### src/rtl/vblg14x12_sdpram_if.sv
// Port bundle for the simple dual-port sample buffer: one write port and one read port.
// The master drives addresses and write data. The slave (the RAM) returns rd_data.
interface vblg14x12_sdpram_if #(
    parameter int ADDR_WIDTH = 8,
    parameter int DATA_WIDTH = 14
);
    logic                  wr_en;
    logic [ADDR_WIDTH-1:0] wr_addr;
    logic [DATA_WIDTH-1:0] wr_data;
    logic [ADDR_WIDTH-1:0] rd_addr;
    logic [DATA_WIDTH-1:0] rd_data;

    modport master (
        output wr_en,
        output wr_addr,
        output wr_data,
        output rd_addr,
        input  rd_data
    );

    modport slave (
        input  wr_en,
        input  wr_addr,
        input  wr_data,
        input  rd_addr,
        output rd_data
    );
endinterface

### src/rtl/vblg14x12_sdpram.sv
// Simple dual-port block RAM (256 x 14) used as the audio line/sample buffer.
// Reads are read-before-write. An optional second output register gives a read latency of 2.
module vblg14x12_sdpram #(
    parameter int ADDR_WIDTH = 8,
    parameter int DATA_WIDTH = 14,
    parameter bit OUTPUT_REG = 1'b0
) (
    input  logic                  clk,
    input  logic                  rst_n,
    vblg14x12_sdpram_if.slave     bus
);
    localparam int DEPTH = 1 << ADDR_WIDTH;

    logic [DATA_WIDTH-1:0] mem [DEPTH];
    logic [DATA_WIDTH-1:0] stage1_reg;

    // The array has no reset so that it maps onto block RAM.
    // rst_n only blocks writes while it is asserted.
    always_ff @(posedge clk) begin
        if (rst_n && bus.wr_en) begin
            mem[bus.wr_addr] <= bus.wr_data;
        end
    end

    // Non-blocking update ordering gives old data on a same-address read/write.
    always_ff @(posedge clk or negedge rst_n) begin
        if (!rst_n) begin
            stage1_reg <= '0;
        end else begin
            stage1_reg <= mem[bus.rd_addr];
        end
    end

    generate
        if (OUTPUT_REG) begin : g_out_reg
            logic [DATA_WIDTH-1:0] out_reg;

            always_ff @(posedge clk or negedge rst_n) begin
                if (!rst_n) begin
                    out_reg <= '0;
                end else begin
                    out_reg <= stage1_reg;
                end
            end

            assign bus.rd_data = out_reg;
        end else begin : g_no_out_reg
            assign bus.rd_data = stage1_reg;
        end
    endgenerate
endmodule

### src/flat_wrapper.sv
// flat-port wrapper written by rule: the top's interface ports become plain ports
module vblg14x12_sdpram_flat 
#(
    parameter int ADDR_WIDTH = 8,
    parameter int DATA_WIDTH = 14,
    parameter bit OUTPUT_REG = 1'b0
)
  (clk, rst_n, bus_wr_en, bus_wr_addr, bus_wr_data, bus_rd_addr, bus_rd_data);
  vblg14x12_sdpram_if #(.ADDR_WIDTH(ADDR_WIDTH), .DATA_WIDTH(DATA_WIDTH)) bus_i ();
  input  logic clk;
  input  logic rst_n;
  input wire logic [$bits(bus_i.wr_en)-1:0] bus_wr_en;
  input wire logic [$bits(bus_i.wr_addr)-1:0] bus_wr_addr;
  input wire logic [$bits(bus_i.wr_data)-1:0] bus_wr_data;
  input wire logic [$bits(bus_i.rd_addr)-1:0] bus_rd_addr;
  output wire logic [$bits(bus_i.rd_data)-1:0] bus_rd_data;
  assign bus_i.wr_en = bus_wr_en;
  assign bus_i.wr_addr = bus_wr_addr;
  assign bus_i.wr_data = bus_wr_data;
  assign bus_i.rd_addr = bus_rd_addr;
  assign bus_rd_data = bus_i.rd_data;
  vblg14x12_sdpram #(.ADDR_WIDTH(ADDR_WIDTH), .DATA_WIDTH(DATA_WIDTH), .OUTPUT_REG(OUTPUT_REG)) u_core (.clk(clk), .rst_n(rst_n), .bus(bus_i));
endmodule
### config.mk
export PLATFORM = sky130hd
export DESIGN_NAME = vblg14x12_sdpram_flat
export DESIGN_NICKNAME = d
export VERILOG_FILES = /design/src/rtl/vblg14x12_sdpram_if.sv /design/src/rtl/vblg14x12_sdpram.sv /design/src/flat_wrapper.sv
export SDC_FILE = /design/constraint.sdc
export NUM_CORES = 2
export LEC_CHECK = 0
export ABC_AREA = 1
export CAP_MARGIN = 20
export CORE_ASPECT_RATIO = 0.8
export CORE_MARGIN = 2
export CORE_UTILIZATION = 60
export CTS_BUF_LIST = sky130_fd_sc_hd__clkbuf_8
export DETAILED_ROUTE_END_ITERATION = 10
export PLACE_DENSITY_LB_ADDON = 0.15
export RECOVER_POWER = 50
export SYNTH_ARGS = -nofsm -noshare
export SYNTH_HDL_FRONTEND = slang
export SYNTH_SLANG_ARGS = --single-unit
### constraint.sdc
create_clock -name clk -period 2.5 [get_ports clk]
set_input_delay 0.5 -clock clk [delete_from_list [all_inputs] [get_ports clk]]
set_output_delay 0.5 -clock clk [all_outputs]
set_load 0.02 [all_outputs]
==> reports/qor.csv <==
stage,metric,value,unit
global_route,grt_first_pass_wirelength,634000,um
sta,timing.final.max_slew_violations,611,
yosys,postSynthNetCount,12000,
setup_path,setup.worst_path.class,primary input to flop,
cells_and_area,areaGrowthSynthToFinish,16.7,%
setup_path,timing.critical_path.arrival,3.36,ns
outcome,failed_checks,"max-capacitance violations, max-slew violations, negative setup slack",
yosys,synthFlopType,edfxtp_1,
power_and_ir_drop,vdd_ir_drop_max,0.609,mV
floorplanning,initial_core_utilization,60.2,%
clock_tree,clockBufferDepth,4,
yosys,unique_masters_post_synth,14,
floorplanning,coreArea,240000,um2
global_route,first_global_vias,96900,
setup_path,critical_path.n_buffers_inverters,3,
setup_path,worst_ep_required_time,3.29,ns
place,port-buffer-count,46,
cells_and_area,post_route_cells_drive_above_1_share,13.7,%
yosys,seq_area_frac_synth,74.8,%
setup_path,cp_max_fo,57,
routing,number_of_detailed_route_iterations_in_the_first_pass,8,
sta,layout_worst_path_cycle_share,103,%
cells_and_area,nNetsFinal,12900,
yosys,postSynthRegisterBits,3598,
place,number_of_placed_instances_taps_included,15500,
job,cap_viol_max_count,13,
floorplanning,ioPinCount,47,
floorplanning,die-height,443,um
setup_path,slowest_stage,clkbuf_2,
sta,timing_hold_violations_final,0,
clock_tree,clock-sinks,3598,
yosys,synth-edff-count,3584,
power_and_ir_drop,p_leak,0.0611,uW
yosys,avgSynthCellArea,12.1,um2
yosys,synth.most_common_cell,nand2_1,
cells_and_area,fin_cells,16500,
floorplanning,fp.dieArea,245000,um2
sta,postLayoutSetupSlackWorst,-0.0690,ns
cells_and_area,layout.cell_area.non_filler,169000,um2
yosys,synth.cells.most_frequent,"nand2_1 (3,689), edfxtp_1 (3,584), nand3_1 (3,531), buf_2 (451), nor2_1 (281)",
yosys,synthesis.yosys.warnings,0,
cells_and_area,fillCellCount,16400,
setup_path,path_delay_family,buffers and inverters,
sta,clock.fmax,0.389,GHz
routing,route.final.wire_length,435000,um
yosys,syn-cell-area,144000,um2
routing,detailedRoute.firstIterationViolations,16000,
clock_tree,clk_pin_slew,0.06,ns
routing,drt-wirelength-per-cell,26.4,um
power_and_ir_drop,pwr_density_cell,717,nW/um2
routing,antenna_violating_nets_post_route,0,
sta,period_needed,2.57,ns
global_route,grt_antenna_before_repair,20,
setup_path,timing.critical_path.slowest_cell_delay,1.59,ns
routing,routed-via-count,103000,
sta,worst_pin_slew,2.48,ns
yosys,synthTopCellsByArea,"edfxtp_1 (75%), nand3_1 (12%), nand2_1 (9.6%)",
clock_tree,cts_inserted_buffers,563,
yosys,largest_area_contributor_in_the_synthesized_netlist,edfxtp_1,
sta,final-setup-viol-count,118,
clock_tree,clk_root_buffer_cell,clkbuf_8,
routing,vias_per_cell,6.21,
yosys,synth_top_cell_area_share,74.5,%
clock_tree,worst_skew_pair.late_latency,1.08,ns
clock_tree,clock_tree.htree_level_count,6,
clock_tree,clock_tree_from_tritoncts,done,
floorplanning,placement_rows,161,
yosys,synth_cells,12000,
global_route,groute.usage.overall,35.1,%
routing,drt_drc_violations_left,0,
setup_path,critical_path.cell_chain,"dlygate4sd3_1, clkbuf_2, clkbuf_2",
place,gpl.final_weighted_congestion,0.918,
global_route,grt_remaining_overflow,0,
global_route,grt_start_max_net_pins,84,
place,place_hpwl,274000,um
sta,rsz0062_at_grt,no,
place,detailed_place.area,159000,um2
hold_path,hold_path_class,primary input to flop,
outcome,outcome,finished with violations,
sta,timing.max_slew.rel_slack,-65.2,%
floorplanning,dieWidth,553,um
sta,fin_skew,0.0618,ns
setup_path,start_kind,primary input,
yosys,ffs_w_async_s_r_synth,0.389,%
setup_path,worstSetupEndpointType,flop,
setup_path,cp_common_cell,clkbuf_2,
## final cells by class
cell class,count,area [um2],area share (%)
clock inverters,386,1900,1.13
clock buffers,581,8000,4.75
inverters,39,179,0.106
diodes,17,42.5,0.0252
multi-input cells,7503,32600,19.3
repair buffers,1206,13800,8.21
well taps,3178,3980,2.36
flip-flops and latches,3598,108000,64.1
## cells by family after synthesis
logic type / Yosys count / synth area share [%]
simple gates: 7503 / 22.6
flops: 3598 / 74.8
buf+inv: 860 / 2.67
## metrics by stage
step	setup TNS, ns	hold WS [ns]	power [uW]	worst slack (ns)	util, %
floorplan	0	0.204	71700	0.152	-
global placement	-158.50	0.914	76500	-0.745	66.2
detailed placement	-222.29	0.913	76600	-0.803	66.2
CTS	0	0.138	121000	0.0202	70.4
global route	0	0.216	124000	0.0308	70.2
finish	-3.30	0.194	121000	-0.0690	70.2
## final timing paths
| check | startpoint | to | slack [ns] | cells past startpoint |
|---|---|---|---|---|
| worst min register to register | u_core.mem[248][2] | u_core.bus.rd_data[2] | 0.97 | 10 |
| worst max register to register | u_core.mem[45][5] | u_core.bus.rd_data[5] | 0.36 | 10 |
| worst max-delay path | bus_wr_data[12] | u_core.mem[103][12] | -0.07 | 3 |
| max in group asynchronous | rst_n | u_core.bus.rd_data[0] | 0.42 | 3 |
| worst min-delay path | bus_rd_addr[5] | u_core.bus.rd_data[2] | 0.19 | 7 |
| min in group asynchronous | rst_n | u_core.bus.rd_data[5] | 0.95 | 3 |
## layer usage
layer	up-vias	global-route usage (%)	routed length, um
met5	-	0	34
met4	6	12.3	15600
met3	865	9.02	59900
met2	7263	51.2	191000
met1	49700	51.6	168000
li1	44700	-	-
## sequential cells by signal, summed over array words and instances, names as in the netlist
| signal | cells |
|---|---|
| u_core.bus.rd_data | 14 |
| u_core.mem | 3584 |
## worst reg2reg max path, stage by stage (launching register included)
cell      delay, ns
edfxtp_1       0.37
nand2_1        0.09
nand3_1        0.09
nand3_1        0.10
nand3_1        0.11
nand3_1        0.21
nand3_1        0.32
nand3_1        0.41
nand2_1        0.18
nand2_1        0.11
nand2_1        0.08
## timing repair
action / CTS / global route
hold buffers: 15 / 0
endpoints found under the setup margin: 14 / 0
buffers inserted: 0 / 0
endpoints found under the hold margin: 637 / 0
resized for setup: 24 / 0
## power breakdown
| part | total, uW | leakage [uW] | internal (uW) | switching (uW) |
|---|---|---|---|---|
| Combinational | 9010 | 0.0230 | 2640 | 6370 |
| Sequential | 66500 | 0.0324 | 66500 | 85.7 |
| Clock | 45200 | 0.00569 | 22500 | 22700 |
## placed cells by master, fill, tap and decap left out, drive strengths merged
cell              n
dfrtp            14
nor3              2
dlygate4sd2      12
edfxtp         3584
clkinv          162
diode            17
nand3          3531
clkinvlp         21
clkdlybuf4s50    11
nand2          3689
inv             232
clkbuf          640
bufinv           10
dlygate4sd3      16
clkdlybuf4s15     2
nor2            281
buf            1106
(Power assumes the default switching activity.)
